$ cat config.mk
export PLATFORM = sky130hd
export DESIGN_NAME = seg_scan_ctrl_flat
export DESIGN_NICKNAME = d
export VERILOG_FILES = /design/src/rtl/seg_scan_if.sv /design/src/rtl/seg_scan_ctrl.sv /design/src/flat_wrapper.sv
export SDC_FILE = /design/constraint.sdc
export NUM_CORES = 1
export LEC_CHECK = 0
export BUFFER_PORTS_ARGS = -buffer_cell sky130_fd_sc_hd__buf_2
export CORE_ASPECT_RATIO = 0.8
export CORE_UTILIZATION = 54
export CTS_BUF_LIST = sky130_fd_sc_hd__clkbuf_4 sky130_fd_sc_hd__clkbuf_8
export DETAILED_ROUTE_END_ITERATION = 10
export PLACE_DENSITY = 0.81
export REMOVE_ABC_BUFFERS = 1
export SLEW_MARGIN = 20
export SYNTH_ARGS = -nofsm -noshare
export SYNTH_HDL_FRONTEND = slang
export SYNTH_SLANG_ARGS = --single-unit
$ cat constraint.sdc
create_clock -name clk -period 6.97 [get_ports clk]
set_clock_uncertainty 0.05 [all_clocks]
set_input_delay 0.697 -clock clk [delete_from_list [all_inputs] [get_ports clk]]
set_output_delay 0.697 -clock clk [all_outputs]
set_load 0.03 [all_outputs]
$ cat src/rtl/seg_scan_if.sv
// Handshake/data bundle between a display producer and seg_scan_ctrl.
interface seg_scan_if #(
  parameter int unsigned DIGITS = 6
);
  logic                  load;
  logic [5*DIGITS-1:0]   dig_code;
  logic [DIGITS-1:0]     dp_mask;
  logic [DIGITS-1:0]     blink_mask;
  logic                  lz_en;
  logic [3:0]            bright;
  logic [7:0]            seg_data;
  logic [DIGITS-1:0]     sel;
  logic                  load_ack;
  logic                  frame_start;

  modport master (
    output load, dig_code, dp_mask, blink_mask, lz_en, bright,
    input  seg_data, sel, load_ack, frame_start
  );

  modport slave (
    input  load, dig_code, dp_mask, blink_mask, lz_en, bright,
    output seg_data, sel, load_ack, frame_start
  );
endinterface

$ cat src/rtl/seg_scan_ctrl.sv
// Multiplexed seven-segment scanner: double-buffered frame data, glyph decode,
// leading-zero suppression, blink, dead-time gap and 16-level PWM brightness.
module seg_scan_ctrl #(
  parameter int unsigned DIGITS       = 6,
  parameter int unsigned CNT_SLOT     = 50000,
  parameter int unsigned DEAD         = 500,
  parameter int unsigned BLINK_FRAMES = 250,
  parameter bit          SEL_ACT_HIGH = 1'b1,
  parameter bit          SEG_ACT_LOW  = 1'b1
) (
  input  logic       clk,
  input  logic       rst,
  seg_scan_if.slave  bus
);
  localparam int unsigned SLOT_W = (CNT_SLOT > 1) ? $clog2(CNT_SLOT) : 1;
  localparam int unsigned IDX_W  = (DIGITS > 1) ? $clog2(DIGITS) : 1;
  localparam int unsigned BLK_W  = (BLINK_FRAMES > 1) ? $clog2(BLINK_FRAMES) : 1;

  localparam logic [SLOT_W-1:0] SLOT_LAST = SLOT_W'(CNT_SLOT - 1);
  localparam logic [SLOT_W-1:0] DEAD_END  = SLOT_W'(DEAD);
  localparam logic [IDX_W-1:0]  IDX_LAST  = IDX_W'(DIGITS - 1);
  localparam logic [BLK_W-1:0]  BLK_LAST  = BLK_W'(BLINK_FRAMES - 1);
  localparam logic [DIGITS-1:0] SEL_OFF   = SEL_ACT_HIGH ? '0 : '1;
  localparam logic [7:0]        SEG_OFF   = SEG_ACT_LOW ? 8'hff : 8'h00;

  typedef struct packed {
    logic [5*DIGITS-1:0] code;
    logic [DIGITS-1:0]   dp;
    logic [DIGITS-1:0]   blk;
    logic                lz;
  } disp_t;

  localparam disp_t DISP_BLANK = '{code: {DIGITS{5'd31}}, dp: '0, blk: '0, lz: 1'b0};

  logic [SLOT_W-1:0] slot_cnt;
  logic [IDX_W-1:0]  dig_idx;
  logic [BLK_W-1:0]  blink_cnt;
  logic              blink_on;
  logic [3:0]        pwm_cnt;
  disp_t             pending, active;
  logic              pend_valid;
  logic [DIGITS-1:0] sel_q;
  logic [7:0]        seg_q;
  logic              ack_q, fs_q;

  logic              slot_wrap, frame_edge;
  logic [4:0]        code_i, cur_code;
  logic              lead, cur_sup, cur_dp, cur_blk;
  logic [7:0]        seg_raw, seg_n;
  logic [DIGITS-1:0] sel_n;

  function automatic logic [7:0] glyph(input logic [4:0] c);
    case (c)
      5'd0:  glyph = 8'hc0;  5'd1:  glyph = 8'hf9;  5'd2:  glyph = 8'ha4;
      5'd3:  glyph = 8'hb0;  5'd4:  glyph = 8'h99;  5'd5:  glyph = 8'h92;
      5'd6:  glyph = 8'h82;  5'd7:  glyph = 8'hf8;  5'd8:  glyph = 8'h80;
      5'd9:  glyph = 8'h90;  5'd10: glyph = 8'h88;  5'd11: glyph = 8'h83;
      5'd12: glyph = 8'hc6;  5'd13: glyph = 8'ha1;  5'd14: glyph = 8'h86;
      5'd15: glyph = 8'h8e;  5'd16: glyph = 8'hbf;  5'd17: glyph = 8'h89;
      5'd18: glyph = 8'hc7;  5'd19: glyph = 8'h8c;
      default: glyph = 8'hff;
    endcase
  endfunction

  assign slot_wrap  = (slot_cnt == SLOT_LAST);
  assign frame_edge = slot_wrap && (dig_idx == IDX_LAST);

  always_comb begin
    lead     = 1'b1;
    code_i   = '0;
    cur_code = 5'd31;
    cur_sup  = 1'b0;
    cur_dp   = 1'b0;
    cur_blk  = 1'b0;
    // Suppression of digit i depends on every digit to its left, so walk them all.
    for (int unsigned i = 0; i < DIGITS; i++) begin
      code_i = active.code[5*i +: 5];
      if (dig_idx == IDX_W'(i)) begin
        cur_code = code_i;
        cur_sup  = active.lz && lead && (code_i == 5'd0) && (i != DIGITS - 1);
        cur_dp   = active.dp[i];
        cur_blk  = active.blk[i];
      end
      lead = lead && ((code_i == 5'd0) || (code_i >= 5'd20));
    end

    seg_raw    = cur_sup ? 8'hff : glyph(cur_code);
    seg_raw[7] = ~cur_dp;

    if (slot_cnt < DEAD_END) begin
      sel_n = '0;
      seg_n = 8'hff;
    end else begin
      sel_n = DIGITS'(1) << dig_idx;
      if ((!blink_on && cur_blk) || !((pwm_cnt < bus.bright) || (bus.bright == 4'hf)))
        seg_n = 8'hff;
      else
        seg_n = seg_raw;
    end
  end

  always_ff @(posedge clk) begin
    if (rst) begin
      slot_cnt   <= '0;
      dig_idx    <= '0;
      pwm_cnt    <= '0;
      blink_cnt  <= '0;
      blink_on   <= 1'b1;
      active     <= DISP_BLANK;
      pending    <= DISP_BLANK;
      pend_valid <= 1'b0;
      sel_q      <= SEL_OFF;
      seg_q      <= SEG_OFF;
      ack_q      <= 1'b0;
      fs_q       <= 1'b0;
    end else begin
      slot_cnt <= slot_wrap ? '0 : slot_cnt + SLOT_W'(1);
      if (slot_wrap)
        dig_idx <= (dig_idx == IDX_LAST) ? '0 : dig_idx + IDX_W'(1);
      pwm_cnt <= pwm_cnt + 4'd1;
      sel_q   <= SEL_ACT_HIGH ? sel_n : ~sel_n;
      seg_q   <= SEG_ACT_LOW ? seg_n : ~seg_n;
      fs_q    <= frame_edge;
      ack_q   <= frame_edge && pend_valid;

      if (frame_edge) begin
        if (blink_cnt == BLK_LAST) begin
          blink_cnt <= '0;
          blink_on  <= ~blink_on;
        end else begin
          blink_cnt <= blink_cnt + BLK_W'(1);
        end
        if (pend_valid)
          active <= pending;
      end

      // A load on the frame edge commits the old pending and stays pending itself.
      if (bus.load) begin
        pending    <= '{code: bus.dig_code, dp: bus.dp_mask, blk: bus.blink_mask, lz: bus.lz_en};
        pend_valid <= 1'b1;
      end else if (frame_edge) begin
        pend_valid <= 1'b0;
      end
    end
  end

  assign bus.sel         = sel_q;
  assign bus.seg_data    = seg_q;
  assign bus.load_ack    = ack_q;
  assign bus.frame_start = fs_q;
endmodule
$ cat src/flat_wrapper.sv
// flat-port wrapper written by rule: the top's interface ports become plain ports
module seg_scan_ctrl_flat 
#(
  parameter int unsigned DIGITS       = 6,
  parameter int unsigned CNT_SLOT     = 50000,
  parameter int unsigned DEAD         = 500,
  parameter int unsigned BLINK_FRAMES = 250,
  parameter bit          SEL_ACT_HIGH = 1'b1,
  parameter bit          SEG_ACT_LOW  = 1'b1
)
  (clk, rst, bus_load, bus_dig_code, bus_dp_mask, bus_blink_mask, bus_lz_en, bus_bright, bus_seg_data, bus_sel, bus_load_ack, bus_frame_start);
  seg_scan_if #(.DIGITS(DIGITS)) bus_i ();
  input  logic clk;
  input  logic rst;
  input wire logic [$bits(bus_i.load)-1:0] bus_load;
  input wire logic [$bits(bus_i.dig_code)-1:0] bus_dig_code;
  input wire logic [$bits(bus_i.dp_mask)-1:0] bus_dp_mask;
  input wire logic [$bits(bus_i.blink_mask)-1:0] bus_blink_mask;
  input wire logic [$bits(bus_i.lz_en)-1:0] bus_lz_en;
  input wire logic [$bits(bus_i.bright)-1:0] bus_bright;
  output wire logic [$bits(bus_i.seg_data)-1:0] bus_seg_data;
  output wire logic [$bits(bus_i.sel)-1:0] bus_sel;
  output wire logic [$bits(bus_i.load_ack)-1:0] bus_load_ack;
  output wire logic [$bits(bus_i.frame_start)-1:0] bus_frame_start;
  assign bus_i.load = bus_load;
  assign bus_i.dig_code = bus_dig_code;
  assign bus_i.dp_mask = bus_dp_mask;
  assign bus_i.blink_mask = bus_blink_mask;
  assign bus_i.lz_en = bus_lz_en;
  assign bus_i.bright = bus_bright;
  assign bus_seg_data = bus_i.seg_data;
  assign bus_sel = bus_i.sel;
  assign bus_load_ack = bus_i.load_ack;
  assign bus_frame_start = bus_i.frame_start;
  seg_scan_ctrl #(.DIGITS(DIGITS), .CNT_SLOT(CNT_SLOT), .DEAD(DEAD), .BLINK_FRAMES(BLINK_FRAMES), .SEL_ACT_HIGH(SEL_ACT_HIGH), .SEG_ACT_LOW(SEG_ACT_LOW)) u_core (.clk(clk), .rst(rst), .bus(bus_i));
endmodule
# Word level (Yosys, flattened, before mapping)
# Memory sizes are Yosys's and may differ from the RTL's. A register that Yosys moved wholly into a read port is not among the register bits.
# Index checks and enable logic that the tools add are counted.
dict set report totals {
  ff_bits 128
  in_bits 50
  latchBits 0
  out_inout_bits 16
  rom_bits 224
  memories 1
  mem_bits_rw 0
}
# name depth word_bits read_ports rd_ports_with_merged_regs wr line
set mem_list {}
lappend mem_list {{(name not given)} 32 7 1 1 0 seg_scan_ctrl.sv:53} ;# case (c)
dict set report op_classes {
  n_mux 28
  shift 1
  magnitude_cmp 6
  n_bitwise 2
  add_sub_neg 4
  reduce_logical 36
  div 0
  n_eq_ne 8
  mul 0
}
# cell count
set ops {}
lappend ops {{$mux W5} 6}
lappend ops {{$logic_not A5 Y1} 5}
lappend ops {{$ge A5 B5 Y1 const B} 4}
lappend ops {{$mux W1} 20}
lappend ops {{$add A16 B1 Y16 const B} 1}
lappend ops {{$eq A16 B16 Y1 const B} 1}
lappend ops {{$lt A16 B9 Y1 const B} 1}
lappend ops {{$logic_and A1 B1 Y1} 15}
lappend ops {{$add A8 B1 Y8 const B} 1}
lappend ops {{$eq A8 B8 Y1 const B} 1}
lappend ops {{$mux W8} 1}
lappend ops {{$eq A3 B2 Y1 const B} 2}
lappend ops {{$eq A3 B3 Y1 const B} 2}
lappend ops {{$logic_or A1 B1 Y1} 6}
lappend ops {{$shl A1 B3 Y6 const A} 1}
lappend ops {{$add A4 B1 Y4 const B} 1}
lappend ops {{$eq A4 B4 Y1 const B} 1}
lappend ops {{$lt A4 B4 Y1} 1}
lappend ops {{$reduce_and A2 Y1} 2}
lappend ops {{$reduce_or A2 Y1} 2}
lappend ops {{$reduce_or A4 Y1} 1}
lappend ops {{$add A3 B1 Y3 const B} 1}
lappend ops {{$eq A3 B1 Y1 const B} 1}
lappend ops {{$logic_not A3 Y1} 1}
lappend ops {{5 further kinds} 7}

# Longest topological paths before layout
dict set report logic_depth {
  word_depth 10
  ltp_mapped 15
  ltp_nobuf 12
}

# Worst setup path after synthesis
# OpenSTA, ideal clock, no wires.
dict set report synth_path {
  kind {reg2reg}
  start {register u_core.dig_idx[0]}
  end {register u_core.seg_q[0], in the netlist u_core.bus.seg_data[0]}
  path_slack_ps 4029
  stages_incl_launch_ff 15
  n_path_buf 3
  arrival_time_ps 2754
  required_time_ps 6782
  cell_sequence {dfxtp_1 buf_2 buf_2 nand2_1 inv_1 ha_1 clkbuf_1 nand3_1 o311ai_1 o21a_1 inv_1 ha_1 or4b_1 o31ai_1 o31ai_1}
}
dict set report synth_via {
  elab_chain_len 10
}
# element line
set synth_rtl {}
lappend synth_rtl {{from (decl)} seg_scan_ctrl.sv:36} ;# logic [IDX_W-1:0] dig_idx;
lappend synth_rtl {{from (signal assigned)} seg_scan_ctrl.sv:119} ;# dig_idx <= (dig_idx == IDX_LAST) ? '0 : dig_idx + IDX_W'(1);
lappend synth_rtl {{$logic_not A3 Y1} seg_scan_ctrl.sv:78} ;# if (dig_idx == IDX_W'(i)) begin
lappend synth_rtl {{$mux W1 (6 in a row)} seg_scan_ctrl.sv:78}
lappend synth_rtl {{$logic_and A1 B1 Y1} seg_scan_ctrl.sv:95} ;# if ((!blink_on && cur_blk) || !((pwm_cnt < bus.bright) || (bus.bright == 4'hf)))
lappend synth_rtl {{$logic_or A1 B1 Y1} seg_scan_ctrl.sv:95}
lappend synth_rtl {{$reduce_or A4 Y1 (no source line)} --}
lappend synth_rtl {{to (decl)} seg_scan_ctrl.sv:43} ;# logic [7:0] seg_q;
# Several ways; a longest one is shown, not always the timed one.
# A chain may end at the register's enable or synchronous reset.

# Worst setup path after layout
# Ends and elaborated chain as after synthesis.

==> impl_metrics.csv <==
group,metric,value,unit
outcome,status,"finished clean",
critical_path,cp_slowest_cell,"dfxtp_1",
pwr,switching_share,22.8,%
clock_network,cts_resized,0,
detailed_routing,vias,4855,
critical_path,max_stage_delay,0.75,ns
layout,stdcell_count,883,
detailed_routing,first_iter_violations,441,
critical_path,cp_cell_sequence,"nand2_1, inv_1, ha_1, nor2b_1, nand2_1, a32oi_2, or4b_1, o31ai_1, o31ai_1",
floorplanning,io_pins,66,
clock_network,cts_buffer_depth,2,
logic_synthesis,ys_types,62,
detailed_routing,wl_per_cell,14.6,µm
critical_path,crit_fanout,21,
detailed_routing,avgViaCountPerCell,5.50,
critical_path,cp.required,7.23,ns
layout,nNetsFinal,797,
timing,fin_tns_setup,0,ns
grt,use_met1,32.7,%
clock_network,ctsHoldBuffers,0,
floorplanning,rows,33,
grt,grt-busiest-layer,"met2",
floorplanning,die_w,119,µm
floorplanning,die-area,11400,µm²
logic_synthesis,netlist_instances,683,
logic_synthesis,synth_top_flop_cell,"dfxtp_1",
grt,antenna_found_initial,0,
layout,drive_above_1_share,15.9,%
clock_network,clkTransAtPathRegs,0.09,ns
logic_synthesis,syn-cell-area,5930,µm²
grt,grt_pass1_wl,21800,µm
critical_path,start_kind,"register",
placement,dp_hpwl,8810,µm
logic_synthesis,yosysWarningCount,0,
detailed_routing,first_pass_iters,5,
pwr,ir_drop,0.000154,V
grt,grt_pass1_vias,4629,
pwr,internal_power,1.22,mW
placement,placedCellCount,852,
critical_path,path_buf_inv,1,
timing,setup_violations,0,
pwr,power_density,235,nW/µm²
clock_network,worstSkewPairLatency,0.45,ns
pwr,power.leakage,2.89,nW
floorplanning,die_height,95.7,µm
logic_synthesis,synth.avg_cell_area,8.68,µm²
logic_synthesis,synth-edff-count,0,
pwr,switchingPower,360,µW
layout,fill_cells,869,
pwr,pwr-share-clk,44.7,%
grt,grtUsageMet3,5.63,%
grt,grt_start_max_net_pins,69,
logic_synthesis,synth_seq_cells,135,
hold_path,hp-class,"in -> reg",
logic_synthesis,ys_seq_area_share,45.6,%
timing,post-route-period-util,49.6,%
timing,hold_violations,0,
timing,tightest_slew,0.837,ns
layout,syn_to_final_growth,13.1,%
clock_network,cts_tree,"done",
floorplanning,coreArea,10400,µm²
timing,rsz0062_at_grt,"false",
detailed_routing,drt-total-wl,12900,µm
layout,mostFrequentLayoutCell,"dfxtp_1",
critical_path,critPathTopFamily,"simple AND/OR/NAND/NOR gates",
layout,layout_common_cells,"135 x dfxtp_1, 114 x nand2_1, 68 x nor2_1, 65 x buf_2, 35 x nand3_1",
clock_network,clockRootBuffer,"clkbuf_8",
critical_path,worstSetupPathType,"reg -> reg",
grt,grt_overflow_total,0,
critical_path,endpoint_kind,"register",
timing,slew_headroom,44.2,%
detailed_routing,ant_nets,0,
pwr,seqPwrFrac,50.9,%
timing,clock.fmax,0.289,GHz
logic_synthesis,ys_async_sr_fraction,0,%
clock_network,cts_setup_buffers,0,
grt,track_usage,24.4,%
grt,grt_use_met2,38.0,%
placement,gp_congestion,0.872,
floorplanning,initial_utilization,56.7,%
clock_network,cts_buffers,17,
layout,diodes,0,
detailed_routing,drc,0,
timing,slew_violations,0,
flow_run,cap_violations,0,
pwr,pwr-share-comb,4.4,%
clock_network,cts_htree_levels,4,
critical_path,arrival,3.71,ns
clock_network,clock_sinks,135,
placement,port_buffers,65,
timing,min_period,3.45,ns
[stage by stage]
step | hold slack [ns] | setup slack [ns] | cell area (µm²) | util, % | power, mW
CTS | 0.377 | 3.60 | 6710 | 64.2 | 1.58
global placement | 0.378 | 3.80 | 6270 | 60.1 | 0.884
global route | 0.377 | 3.27 | 6710 | 64.2 | 1.63
floorplan | 0.360 | 4.13 | 5740 | - | 0.852
detailed placement | 0.387 | 3.62 | 6270 | 60.1 | 0.889
finish | 0.395 | 3.52 | 6710 | 64.2 | 1.58
[kinds of logic after synthesis]
family / count (synthesis) / synth area share, %
and+or+nand+nor: 315 / 26.1
DFF: 135 / 45.6
AOI/OAI and AO/OA: 112 / 12.7
buffers and inverters: 54 / 4.01
muxes: 29 / 4.96
xor gates and xnor gates: 22 / 3.25
adders and majority gates: 16 / 3.38
[sequential cells by signal (all words and copies together), names as in the netlist]
signal	flops
u_core.slot_cnt	16
u_core.pending	43
u_core.blink_cnt	8
u_core.bus.load_ack	1
u_core.pend_valid	1
u_core.dig_idx	3
u_core.bus.sel	6
u_core.active	43
u_core.pwm_cnt	4
u_core.bus.seg_data	8
u_core.bus.frame_start	1
u_core.blink_on	1
[Yosys cell counts, types with 4 or more instances]
master | n | area (µm²)
ha_1 | 16 | 200
buf_2 | 13 | 65.1
o21ai_1 | 5 | 25.0
nand2b_1 | 9 | 56.3
dfxtp_1 | 135 | 2700
or3_1 | 4 | 25.0
nand2_1 | 114 | 428
and3_2 | 4 | 30.0
nor3_1 | 8 | 40.0
o21ai_0 | 18 | 90.1
inv_1 | 12 | 45.0
and3_1 | 5 | 31.3
o211ai_1 | 4 | 30.0
xor2_1 | 14 | 123
clkbuf_1 | 23 | 86.3
a21oi_1 | 33 | 165
a211o_1 | 24 | 210
nand3_1 | 35 | 175
nor2b_1 | 31 | 194
xnor2_1 | 8 | 70.1
nor2_1 | 68 | 255
nand3b_1 | 13 | 97.6
mux2i_1 | 26 | 260
nand4_1 | 5 | 31.3
[power groups by stage]
stage	registers, mW	clock network (mW)	logic (mW)
2_1_floorplan	0.816	0	0.0363
3_5_place_dp	0.819	0	0.0700
4_1_cts	0.801	0.712	0.0703
5_1_grt	0.804	0.749	0.0782
6_report	0.802	0.705	0.0696
3_3_place_gp	0.818	0	0.0660
[worst reg2reg max path, cell delays in order (launching register included)]
cell	delay [ns]
dfxtp_1	0.75
nand2_1	0.15
inv_1	0.10
ha_1	0.46
nor2b_1	0.27
nand2_1	0.10
a32oi_2	0.72
or4b_1	0.52
o31ai_1	0.10
o31ai_1	0.12
[final cells by class]
class	count	area [µm²]	area share, %
clock buffers	17	234	3.49
clock inverters	14	199	2.97
inverters	14	52.6	0.784
multi-input cells	494	2990	44.6
flip-flops and latches	135	2700	40.3
well taps	140	175	2.61
repair buffers	69	355	5.30
[layer usage]
layer / part of all wire (%) / vias up / routed length, µm
met1: 49 / 2224 / 6320
met5: 0 / - / 0
met3: 5.8 / 29 / 756
met2: 43 / 166 / 5610
met4: 1.9 / 0 / 242
li1: - / 2436 / -
[worst paths after layout]
| check | slack, ns | cells after the start | endpoint | startpoint |
|---|---|---|---|---|
| max | 3.52 | 9 | u_core.bus.seg_data[0] | u_core.dig_idx[0] |
| min | 0.40 | 2 | u_core.pending[35] | bus_dig_code[22] |
| max reg2reg | 3.52 | 9 | u_core.bus.seg_data[0] | u_core.dig_idx[0] |
| min reg2reg | 0.40 | 1 | u_core.pwm_cnt[0] | u_core.pwm_cnt[0] |
(Power assumes the default switching activity.)
